### src/rtl/be_define.sv
// Shared definitions for the data-side memory access stage.
//   - lsop size encodings (WORDop/HALFop/BYTEop; 2'b11 behaves as WORD)
//   - FSM state encoding for mem_access_unit
//   - misalignment masks and a helper that flags an illegal address/size pair
package be_define;

  localparam logic [1:0] WORDop = 2'b00;
  localparam logic [1:0] HALFop = 2'b01;
  localparam logic [1:0] BYTEop = 2'b10;

  typedef enum logic [1:0] {
    IDLE   = 2'b00,
    ACCESS = 2'b01,
    FINISH = 2'b10
  } state_t;

  // Address bits that must be zero for each access size.
  localparam logic [1:0] HALF_MISALIGN = 2'b01;
  localparam logic [1:0] WORD_MISALIGN = 2'b11;

  function automatic logic misaligned(input logic [1:0] op, input logic [1:0] a);
    case (op)
      HALFop:  return |(a & HALF_MISALIGN);
      BYTEop:  return 1'b0;
      default: return |(a & WORD_MISALIGN);
    endcase
  endfunction

endpackage

### src/rtl/mem_access_unit_if.sv
// Word-wide data memory bus with per-byte enables.
//   bus_req/bus_we/bus_addr/bus_be/bus_wdata : driven by the access unit (master)
//   bus_rdata/bus_ack                         : driven by the memory (slave)
interface mem_access_unit_if;
  logic        bus_req;
  logic        bus_we;
  logic [29:0] bus_addr;
  logic [3:0]  bus_be;
  logic [31:0] bus_wdata;
  logic [31:0] bus_rdata;
  logic        bus_ack;

  modport master (
    output bus_req, bus_we, bus_addr, bus_be, bus_wdata,
    input  bus_rdata, bus_ack
  );

  modport slave (
    input  bus_req, bus_we, bus_addr, bus_be, bus_wdata,
    output bus_rdata, bus_ack
  );
endinterface

### src/rtl/mem_access_unit_load_align.sv
// load_align: combinational lane select and extension for loads.
//   bus_rdata   : raw word from the bus
//   lsop        : access size (WORD/HALF/BYTE, 2'b11 = WORD)
//   addr_lo     : byte offset within the word
//   unsigned_ld : 1 = zero-extend, 0 = sign-extend sub-word loads
//   ld_data     : aligned, extended 32-bit result
module load_align
  import be_define::*;
(
  input  logic [31:0] bus_rdata,
  input  logic [1:0]  lsop,
  input  logic [1:0]  addr_lo,
  input  logic        unsigned_ld,
  output logic [31:0] ld_data
);

  function automatic logic [31:0] ext8(input logic signed [7:0] v, input logic zx);
    return zx ? {24'h0, v} : {{24{v[7]}}, v};
  endfunction

  function automatic logic [31:0] ext16(input logic signed [15:0] v, input logic zx);
    return zx ? {16'h0, v} : {{16{v[15]}}, v};
  endfunction

  logic signed [7:0]  byte_lane;
  logic signed [15:0] half_lane;

  always_comb begin
    byte_lane = bus_rdata[{addr_lo, 3'b000} +: 8];
    half_lane = bus_rdata[{addr_lo[1], 4'b0000} +: 16];
    case (lsop)
      BYTEop:  ld_data = ext8(byte_lane, unsigned_ld);
      HALFop:  ld_data = ext16(half_lane, unsigned_ld);
      default: ld_data = bus_rdata;
    endcase
  end

endmodule

### src/rtl/mem_access_unit.sv
// mem_access_unit: data-side memory access stage after the multicycle controller.
//   clk, rst_n          : clock, asynchronous active-low reset
//   mem_rd, mem_wr      : one-cycle load/store start strobes (store wins if both)
//   lsop, unsigned_ld   : access size and load zero-extension flag
//   addr, wdata         : byte address and right-justified store data
//   busy, done, err     : access in flight, completion pulse, error pulse with done
//   rdata               : MDR holding the last extended load result
//   bus                 : word bus master (request, byte enables, data, ack)
// Misaligned requests skip the bus and finish with err; an access whose ack
// does not arrive within TIMEOUT cycles of bus_req is aborted with err.
module mem_access_unit
  import be_define::*;
#(
  parameter int TIMEOUT = 16,
  parameter int CNT_W   = 5
) (
  input  logic               clk,
  input  logic               rst_n,
  input  logic               mem_rd,
  input  logic               mem_wr,
  input  logic [1:0]         lsop,
  input  logic               unsigned_ld,
  input  logic [31:0]        addr,
  input  logic [31:0]        wdata,
  output logic               busy,
  output logic               done,
  output logic               err,
  output logic [31:0]        rdata,
  mem_access_unit_if.master  bus
);

  function automatic logic [3:0] be_for(input logic [1:0] op, input logic [1:0] a);
    case (op)
      BYTEop:  return 4'b0001 << a;
      HALFop:  return a[1] ? 4'b1100 : 4'b0011;
      default: return 4'b1111;
    endcase
  endfunction

  function automatic logic [31:0] wdata_for(input logic [1:0] op, input logic [31:0] d);
    case (op)
      BYTEop:  return {4{d[7:0]}};
      HALFop:  return {2{d[15:0]}};
      default: return d;
    endcase
  endfunction

  state_t             state_q, state_d;
  logic [CNT_W-1:0]   cnt_q;
  logic               accept, ld_capture, timeout, cnt_inc, cnt_clr;

  logic [1:0]         lsop_p1, alo_p1;
  logic               uns_p1, we_p1, err_pend_p1;
  logic [29:0]        bus_addr_p1;
  logic [3:0]         bus_be_p1;
  logic [31:0]        bus_wdata_p1, rdata_p1, ld_ext;

  load_align u_load_align (
    .bus_rdata   (bus.bus_rdata),
    .lsop        (lsop_p1),
    .addr_lo     (alo_p1),
    .unsigned_ld (uns_p1),
    .ld_data     (ld_ext)
  );

  always_ff @(posedge clk or negedge rst_n) begin
    if (!rst_n) state_q <= IDLE;
    else        state_q <= state_d;
  end

  always_comb begin
    state_d    = state_q;
    accept     = 1'b0;
    ld_capture = 1'b0;
    timeout    = 1'b0;
    cnt_inc    = 1'b0;
    cnt_clr    = 1'b0;
    busy       = (state_q != IDLE);
    done       = (state_q == FINISH);
    err        = (state_q == FINISH) & err_pend_p1;
    bus.bus_req = (state_q == ACCESS);
    bus.bus_we  = (state_q == ACCESS) & we_p1;
    case (state_q)
      IDLE: begin
        if (mem_rd || mem_wr) begin
          accept  = 1'b1;
          state_d = misaligned(lsop, addr[1:0]) ? FINISH : ACCESS;
        end
      end
      ACCESS: begin
        // An ack in the timeout cycle still completes the access.
        if (bus.bus_ack) begin
          ld_capture = ~we_p1;
          state_d    = FINISH;
        end else if (cnt_q == CNT_W'(TIMEOUT - 1)) begin
          timeout = 1'b1;
          state_d = FINISH;
        end else begin
          cnt_inc = 1'b1;
        end
      end
      FINISH: begin
        cnt_clr = 1'b1;
        state_d = IDLE;
      end
      default: state_d = IDLE;
    endcase
  end

  // Request latch (p1) and MDR capture
  always_ff @(posedge clk or negedge rst_n) begin
    if (!rst_n) begin
      lsop_p1      <= WORDop;
      alo_p1       <= 2'b00;
      uns_p1       <= 1'b0;
      we_p1        <= 1'b0;
      err_pend_p1  <= 1'b0;
      bus_addr_p1  <= '0;
      bus_be_p1    <= 4'b0000;
      bus_wdata_p1 <= '0;
      rdata_p1     <= '0;
      cnt_q        <= '0;
    end else begin
      if (accept) begin
        lsop_p1      <= lsop;
        alo_p1       <= addr[1:0];
        uns_p1       <= unsigned_ld;
        we_p1        <= mem_wr;
        err_pend_p1  <= misaligned(lsop, addr[1:0]);
        bus_addr_p1  <= addr[31:2];
        bus_be_p1    <= be_for(lsop, addr[1:0]);
        bus_wdata_p1 <= wdata_for(lsop, wdata);
      end
      if (timeout)    err_pend_p1 <= 1'b1;
      if (ld_capture) rdata_p1    <= ld_ext;
      if (cnt_clr)      cnt_q <= '0;
      else if (cnt_inc) cnt_q <= cnt_q + 1'b1;
    end
  end

  assign rdata         = rdata_p1;
  assign bus.bus_addr  = bus_addr_p1;
  assign bus.bus_be    = bus_be_p1;
  assign bus.bus_wdata = bus_wdata_p1;

endmodule

### src/flat_wrapper.sv
// flat-port wrapper written by rule: the top's interface ports become plain ports
module mem_access_unit_flat import be_define::*;
#(
  parameter int TIMEOUT = 16,
  parameter int CNT_W   = 5
)
  (clk, rst_n, mem_rd, mem_wr, lsop, unsigned_ld, addr, wdata, busy, done, err, rdata, bus_bus_req, bus_bus_we, bus_bus_addr, bus_bus_be, bus_bus_wdata, bus_bus_rdata, bus_bus_ack);
  mem_access_unit_if bus_i ();
  input  logic clk;
  input  logic rst_n;
  input  logic mem_rd;
  input  logic mem_wr;
  input  logic [1:0] lsop;
  input  logic unsigned_ld;
  input  logic [31:0] addr;
  input  logic [31:0] wdata;
  output logic busy;
  output logic done;
  output logic err;
  output logic [31:0] rdata;
  output wire logic [$bits(bus_i.bus_req)-1:0] bus_bus_req;
  output wire logic [$bits(bus_i.bus_we)-1:0] bus_bus_we;
  output wire logic [$bits(bus_i.bus_addr)-1:0] bus_bus_addr;
  output wire logic [$bits(bus_i.bus_be)-1:0] bus_bus_be;
  output wire logic [$bits(bus_i.bus_wdata)-1:0] bus_bus_wdata;
  input wire logic [$bits(bus_i.bus_rdata)-1:0] bus_bus_rdata;
  input wire logic [$bits(bus_i.bus_ack)-1:0] bus_bus_ack;
  assign bus_bus_req = bus_i.bus_req;
  assign bus_bus_we = bus_i.bus_we;
  assign bus_bus_addr = bus_i.bus_addr;
  assign bus_bus_be = bus_i.bus_be;
  assign bus_bus_wdata = bus_i.bus_wdata;
  assign bus_i.bus_rdata = bus_bus_rdata;
  assign bus_i.bus_ack = bus_bus_ack;
  mem_access_unit #(.TIMEOUT(TIMEOUT), .CNT_W(CNT_W)) u_core (.clk(clk), .rst_n(rst_n), .mem_rd(mem_rd), .mem_wr(mem_wr), .lsop(lsop), .unsigned_ld(unsigned_ld), .addr(addr), .wdata(wdata), .busy(busy), .done(done), .err(err), .rdata(rdata), .bus(bus_i));
endmodule
### config.mk
export PLATFORM = sky130hd
export DESIGN_NAME = mem_access_unit_flat
export DESIGN_NICKNAME = d
export VERILOG_FILES = /design/src/rtl/be_define.sv /design/src/rtl/mem_access_unit_if.sv /design/src/rtl/mem_access_unit_load_align.sv /design/src/rtl/mem_access_unit.sv /design/src/flat_wrapper.sv
export SDC_FILE = /design/constraint.sdc
export NUM_CORES = 1
export LEC_CHECK = 0
export BUFFER_PORTS_ARGS = -buffer_cell sky130_fd_sc_hd__clkbuf_2
export CELL_PAD_IN_SITES_DETAIL_PLACEMENT = 0
export CELL_PAD_IN_SITES_GLOBAL_PLACEMENT = 2
export CORE_MARGIN = 2
export CORE_UTILIZATION = 30
export CTS_CLUSTER_DIAMETER = 30
export CTS_CLUSTER_SIZE = 25
export DETAILED_ROUTE_END_ITERATION = 8
export PLACE_DENSITY_LB_ADDON = 0.08
export SETUP_SLACK_MARGIN = 0.05
export SLEW_MARGIN = 40
export SYNTH_ARGS = -nofsm -noshare
export SYNTH_HDL_FRONTEND = slang
export SYNTH_SLANG_ARGS = --single-unit
### constraint.sdc
create_clock -name clk -period 5.3 [get_ports clk]
set_input_delay 0.795 -clock clk [delete_from_list [all_inputs] [get_ports clk]]
set_output_delay 0.795 -clock clk [all_outputs]
set_load 0.01 [all_outputs]
==> results.md, run 1 <==
* Residual DRC at 0
* DR vias at 4514
* Max FO, Critical Path at 39
* GRT Util Overall at 17.71%
* Pins Over Slew Limit at 0
* Clk buf depth at 2
* Worst Path Required at 5530 ps
* CP Cell Sequence: nor2_4 > inv_2 > nor2_4 > buf_4 > mux2_1
* Power Density at 615.8 mW/mm^2
* Num CTS Buffers at 9
* Hold_buf cts at 0
* Lkg Pwr at 3.217 nW
* R2r endpoint: u_core.bus.bus_addr[14]$_DFFE_PN0P_
* Core ar. at 0.01784 sq mm
* Depth of the CTS H-tree at 3
* First-pass GRT wire length at 27.06 mm
* Setup TNS at 0 ps
* 1st-iter DRT viols at 179
* Worst-Margin Slew at 766.0 ps
* Nets at 779
* Multi-input logic area at 0.002411 sq mm
* Final Skew at 10.26 ps
* Critical path class: reg -> reg
* FMAX at 392.5 MHz
* Syn Inst Count at 484
* Crit-path max cell delay at 510 ps
* Max-Slew Margin vs Limit at 48.83%
* Worst r2r src: u_core.state_q[1]$_DFFE_PN0P_
* Area growth syn-to-layout at 27.93%
* Die width at 138.3 um
* CTS tree: yes
* Primary FF master, synth: dfrtp_1
* Resize count post-CTS at 0
* Starting Density at 30.33%
* Critical Path End: u_core.bus.bus_addr[14]$_DFFE_PN0P_
* Port bufs at 206
* Clock-pin slew on the worst setup and hold paths at 80 ps
* Fill cells at 1835
* Syn Nets at 594
* Largest net degree at the start of global routing at 80
* Antenna diodes at 0
* #FFs+latches synth at 112
* Warnings from Yosys at 0
* Post-CTS setup repair buffer count at 0
* EDFF count, synth at 0
* Stages on worst setup path at 5
* Die area at 0.01913 sq mm
* GRT overflow at 0
* Fin crit share at 48.08%
* Cell Rows at 49
* Critical path startpoint category: flop
* Cells after DPL at 887
* Sequential standard cell area at 0.002804 sq mm
* RSZ-0062 raised after global routing: false
* Post-Syn Area at 0.005411 sq mm
* Crit. End Element: flop
* Routed WL at 16.87 mm
* Async S/R FF share, synth at 100.0%
* Yosys cell types at 49
* Vias per cell at 4.999
* Number of global-route vias before repair at 4792
* I/O pin count at 207
* Drt pass-1 iters at 4
* Worst VDD drop at 0.2831 mV
* Worst R2R Path Depth at 5
* Crit path arrival time at 2780 ps
* Delay-heaviest family, CP: simple AND/OR/NAND/NOR gates
* WP buf/inv at 2
* Die H at 138.3 um
* Fraction of layout cells with a size suffix above 1 at 39.47%
* Post-route ant nets at 0
* Final hold slack at 453.0 ps
* Final Non-Filler Cells at 903
* Clk root buf: clkbuf_16
* Hold crit path type: in -> async
* Clk Latency, worst-skew pair at 360 ps
* R2R Setup Slk at 2750 ps
* Detailed Place HPWL at 11.99 mm
* Global placement routability congestion at 0.7670
* Seq/Total Area, Yosys at 51.79%
* Max Cap Viol at 0
* Outcome: finished, final reports clean
* Clk sink count at 112
* Initial antenna violation count at 0
* Slowest cell on crit path: buf_4
* Final Setup Violations at 0
* Hold Vio Cnt, Final at 0
* Wire per inst at 18.68 um
* Most frequent CP cell: nor2_4
* CP Launch Point: u_core.state_q[1]$_DFFE_PN0P_
* Post-route minimum period at 2548 ps
* Syn avg cell area at 11.18 sq um
==> layout make-up <==
cell class / count / share of cell area (%)
clock buffer: 10 / 3.307
clock inverter: 6 / 0.9579
inverter: 11 / 0.5964
multi-input combinational: 323 / 34.83
sequential: 112 / 40.50
tap: 229 / 4.139
timing repair buffer: 212 / 15.67
==> cells in the mapped netlist, drive strengths merged (7+ instances only) <==
library cell / instances / area [sq um]
a31oi: 11 / 68.82
o21ai: 29 / 145.1
a22oi: 10 / 80.07
inv: 11 / 41.29
mux2i: 17 / 170.2
clkbuf: 21 / 78.83
or3b: 7 / 61.31
a211oi: 8 / 60.06
mux2: 50 / 563.0
nand2: 31 / 116.4
buf: 17 / 101.4
dfrtp: 112 / 2803
o221ai: 7 / 61.31
nand2b: 17 / 106.4
nor2: 24 / 107.6
a2bb2oi: 16 / 140.1
a22o: 9 / 78.83
o22ai: 16 / 162.7
nand3: 8 / 40.04
a21oi: 35 / 175.2
==> per-layer routing <==
layer | global-route usage (%) | up-vias | share of wire [%]
met3 | 4.122 | 12 | 5.7
met1 | 23.95 | 2234 | 46
met5 | 0 | - | 0
met2 | 28.37 | 139 | 47
li1 | - | 2129 | -
met4 | 5.478 | 0 | 1.3
==> where the power goes <==
part | total [W] | switching (W) | leakage, nW | internal, W
clock | 0.000709 | 0.000338 | 0.147 | 0.000371
combinational | 0.00198 | 0.00112 | 1.74 | 0.000859
sequential | 0.00158 | 0.000293 | 1.33 | 0.00128
total | 0.00426 | 0.00175 | 3.22 | 0.00251
==> layout by cell type (no fill, tap or decap), types with 8 or more instances in the layout <==
master	instances
a211oi_1	8
a21oi_1	35
a22o_1	9
a22oi_1	9
a2bb2oi_1	16
a31oi_1	11
clkbuf_16	9
clkbuf_2	205
dfrtp_1	111
inv_1	10
mux2_1	40
mux2_2	10
mux2i_1	17
nand2_1	31
nand2b_1	17
nand3_1	8
nor2_1	21
o21ai_0	15
o21ai_1	14
o22ai_2	10
==> per-stage QoR <==
step           cell area [sq um]  power (W)  setup slack (ps)  util, %
2_1_floorplan               5411   0.002803              3151        -
3_3_place_gp                6604   0.003557              2431    37.02
3_5_place_dp                6621   0.003602              2291    37.11
4_1_cts                     6917   0.004328              2684    38.77
5_1_grt                     6923   0.004579              2544    38.80
6_report                    6923   0.004263              2752    38.80
==> logic make-up after synthesis <==
logic type	share of synthesized area, %
flip-flops	51.79
XOR/XNOR	0.1619
AO/OA/AOI/OAI	18.91
adder cells (fa/ha/maj)	1.387
buffers and inverters	4.093
multiplexers	13.55
AND/OR/NAND/NOR	10.10
==> worst min path at each step <==
| stage | start | slack (ps) | depth (start not counted) | end |
|---|---|---|---|---|
| 2_1_floorplan | u_core.cnt_q[2]$_DFFE_PN0P_ | 460 | 1 | u_core.cnt_q[2]$_DFFE_PN0P_ |
| 3_3_place_gp | u_core.bus.bus_addr[0]$_DFFE_PN0P_ | 470 | 1 | u_core.bus.bus_addr[0]$_DFFE_PN0P_ |
| 3_5_place_dp | u_core.bus.bus_addr[18]$_DFFE_PN0P_ | 480 | 1 | u_core.bus.bus_addr[18]$_DFFE_PN0P_ |
| 4_1_cts | u_core.bus.bus_addr[18]$_DFFE_PN0P_ | 490 | 1 | u_core.bus.bus_addr[18]$_DFFE_PN0P_ |
| 5_1_grt | rst_n | 510 | 1 | u_core.bus.bus_addr[25]$_DFFE_PN0P_ |
| 6_report | rst_n | 450 | 1 | u_core.bus.bus_addr[25]$_DFFE_PN0P_ |
==> sequential cells by signal, summed over array words and instances (netlist names) <==
signal,count
u_core.bus.bus_be,4
u_core.cnt_q,5
u_core.bus.bus_wdata,32
u_core.we_p1,1
u_core.rdata,32
u_core.state_q,2
u_core.lsop_p1,2
u_core.err_pend_p1,1
u_core.alo_p1,2
u_core.uns_p1,1
u_core.bus.bus_addr,30
(Power assumes the default switching activity.)
==> run 2, diff against run 1 <==
clock period = 2.6 ns   (was 5.3 ns; I/O delays follow)
==> results.md, run 2 (synthesis results as in run 1) <==
* Worst-Margin Slew at 642.4 ps (-123.6 ps)
* Setup TNS at 0 ps (unchanged)
* Cell Rows at 49 (unchanged)
* RSZ-0062 raised after global routing: false
* Area growth syn-to-layout at 29.04%
* CP Cell Sequence: nor2_4 > inv_2 > nor2_4 > buf_4 > mux2_1
* Crit. End Element: flop
* Num CTS Buffers at 9 (unchanged)
* Worst Path Required at 2830 ps (-2700 ps)
* GRT Util Overall at 17.51% (-0.20 points)
* Final Setup Violations at 0 (unchanged)
* Clk buf depth at 2 (unchanged)
* Clk root buf: clkbuf_16
* Lkg Pwr at 3.251 nW (+1.1%)
* Slowest cell on crit path: dfrtp_1
* Placed cell areas at 0.006693 sq mm (+1.1%)
* Clk sink count at 112 (unchanged)
* Max Cap Viol at 0 (unchanged)
* FMAX at 468.2 MHz (+19%)
* Die H at 138.3 um (unchanged)
* Pins Over Slew Limit at 0 (unchanged)
* Core ar. at 0.01784 sq mm (unchanged)
* Clock-pin slew on the worst setup and hold paths at 80 ps (about the same)
* Clk Latency, worst-skew pair at 350 ps (about the same)
* Post-CTS setup repair buffer count at 0 (unchanged)
* Max-Slew Margin vs Limit at 57.18% (+8.3 points)
* Most frequent CP cell: nor2_4
* Die width at 138.3 um (unchanged)
* Crit path arrival time at 2370 ps (-410 ps)
* Residual DRC at 0 (unchanged)
* Max FO, Critical Path at 39 (unchanged)
* Worst r2r src: u_core.state_q[1]$_DFFE_PN0P_
* CP Launch Point: u_core.state_q[1]$_DFFE_PN0P_
* Commonest non-fill, non-tap cell in the layout: clkbuf_2
* Critical path class: reg -> reg
* I/O pin count at 207 (unchanged)
* Hold Vio Cnt, Final at 0 (unchanged)
* 1st-iter DRT viols at 248 (+39%)
* Antenna diodes at 0 (unchanged)
* Fin crit share at 82.15% (+34 points)
* Worst VDD drop at 0.4443 mV (+57%)
* Post-route minimum period at 2136 ps (-412.1 ps)
* Wire per inst at 18.37 um (-1.7%)
* Outcome: finished, final reports clean
* Die area at 0.01913 sq mm (unchanged)
* Critical path startpoint category: flop
* Crit-path max cell delay at 490 ps (-20 ps)
* Routed WL at 16.76 mm (-0.68%)
* Starting Density at 30.33% (unchanged)
* CTS tree: yes
* Initial antenna violation count at 0 (unchanged)
* Number of global-route vias before repair at 4718 (-1.5%)
* First-pass GRT wire length at 26.83 mm (-0.84%)
* Final Cell Area at 0.006983 sq mm (+0.87%)
* Hold crit path type: in -> async
* Global placement routability congestion at 0.7962 (+3.8%)
* Nets at 788 (+1.2%)
* Depth of the CTS H-tree at 3 (unchanged)
* Port bufs at 206 (unchanged)
* Hold_buf cts at 0 (unchanged)
* Post-route ant nets at 0 (unchanged)
* Most frequent cells in the layout: clkbuf_2, dfrtp_1, mux2_1, a21oi_1, nand2_1
* DR vias at 4510 (-0.089%)
* GRT overflow at 0 (unchanged)
* Detailed Place HPWL at 12.29 mm (+2.5%)
* Power Density at 1244 mW/mm^2 (+100%)
* Largest net degree at the start of global routing at 49 (-39%)
* Drt pass-1 iters at 4 (unchanged)
* Fraction of layout cells with a size suffix above 1 at 40.12% (+0.65 points)
* Final Skew at 8.502 ps (-1.761 ps)
* Vias per cell at 4.945 (-1.1%)
* Resize count post-CTS at 0 (unchanged)
-- run 2: layout make-up --
type,count,area [sq um]
Tap cell,229,286.5
Inverter,11,41.29
Clock buffer,10,239.0
Timing Repair Buffer,221,1159
Sequential cell,112,2803
Fill cell,1832,10860
Multi-Input combinational cell,323,2404
Clock inverter,6,51.30
-- run 2: routing by layer --
metal	part of all wire (%)	track usage (%)	vias to the layer above
met5	0	0	-
met4	1.3	4.995	0
met3	5.5	4.157	16
met2	46	27.64	124
met1	47	24.13	2219
li1	-	-	2151
-- run 2: final timing paths --
kind                                                        end  slack (ps)  depth (start not counted)
min                         u_core.bus.bus_addr[28]$_DFFE_PN0P_          20                          1
max                          u_core.bus.bus_addr[2]$_DFFE_PN0P_         460                          5
min in group clk            u_core.bus.bus_addr[25]$_DFFE_PN0P_         250                          2
min reg2reg                 u_core.bus.bus_addr[11]$_DFFE_PN0P_         490                          1
max in group asynchronous  u_core.bus.bus_wdata[20]$_DFFE_PN0P_        1900                          2
max reg2reg                  u_core.bus.bus_addr[2]$_DFFE_PN0P_         460                          5
-- run 2: worst max-delay path, delay by kind of cell, from the launching register on --
family / cells / cell delay (ps)
buf+inv: 2 / 670
flops: 1 / 490
mux: 1 / 370
simple gates: 2 / 480
-- run 2: power by group --
part           switching [W]  internal, W
Sequential          0.000568      0.00262
Clock               0.000685     0.000690
Combinational        0.00231      0.00182
Total                0.00356      0.00512
-- run 2: stage by stage --
stage | worst slack, ps | instances | hold WS, ps | utilization [%] | power [W]
floorplan | 752.0 | 484 | 94.41 | - | 0.005714
global placement | 488.5 | 896 | 426.9 | 37.51 | 0.007358
detailed placement | 437.8 | 896 | 423.2 | 37.51 | 0.007412
CTS | 438.3 | 912 | 35.28 | 39.14 | 0.008832
global route | 308.1 | 912 | 62.88 | 39.14 | 0.009341
finish | 464.1 | 912 | 19.35 | 39.14 | 0.008686
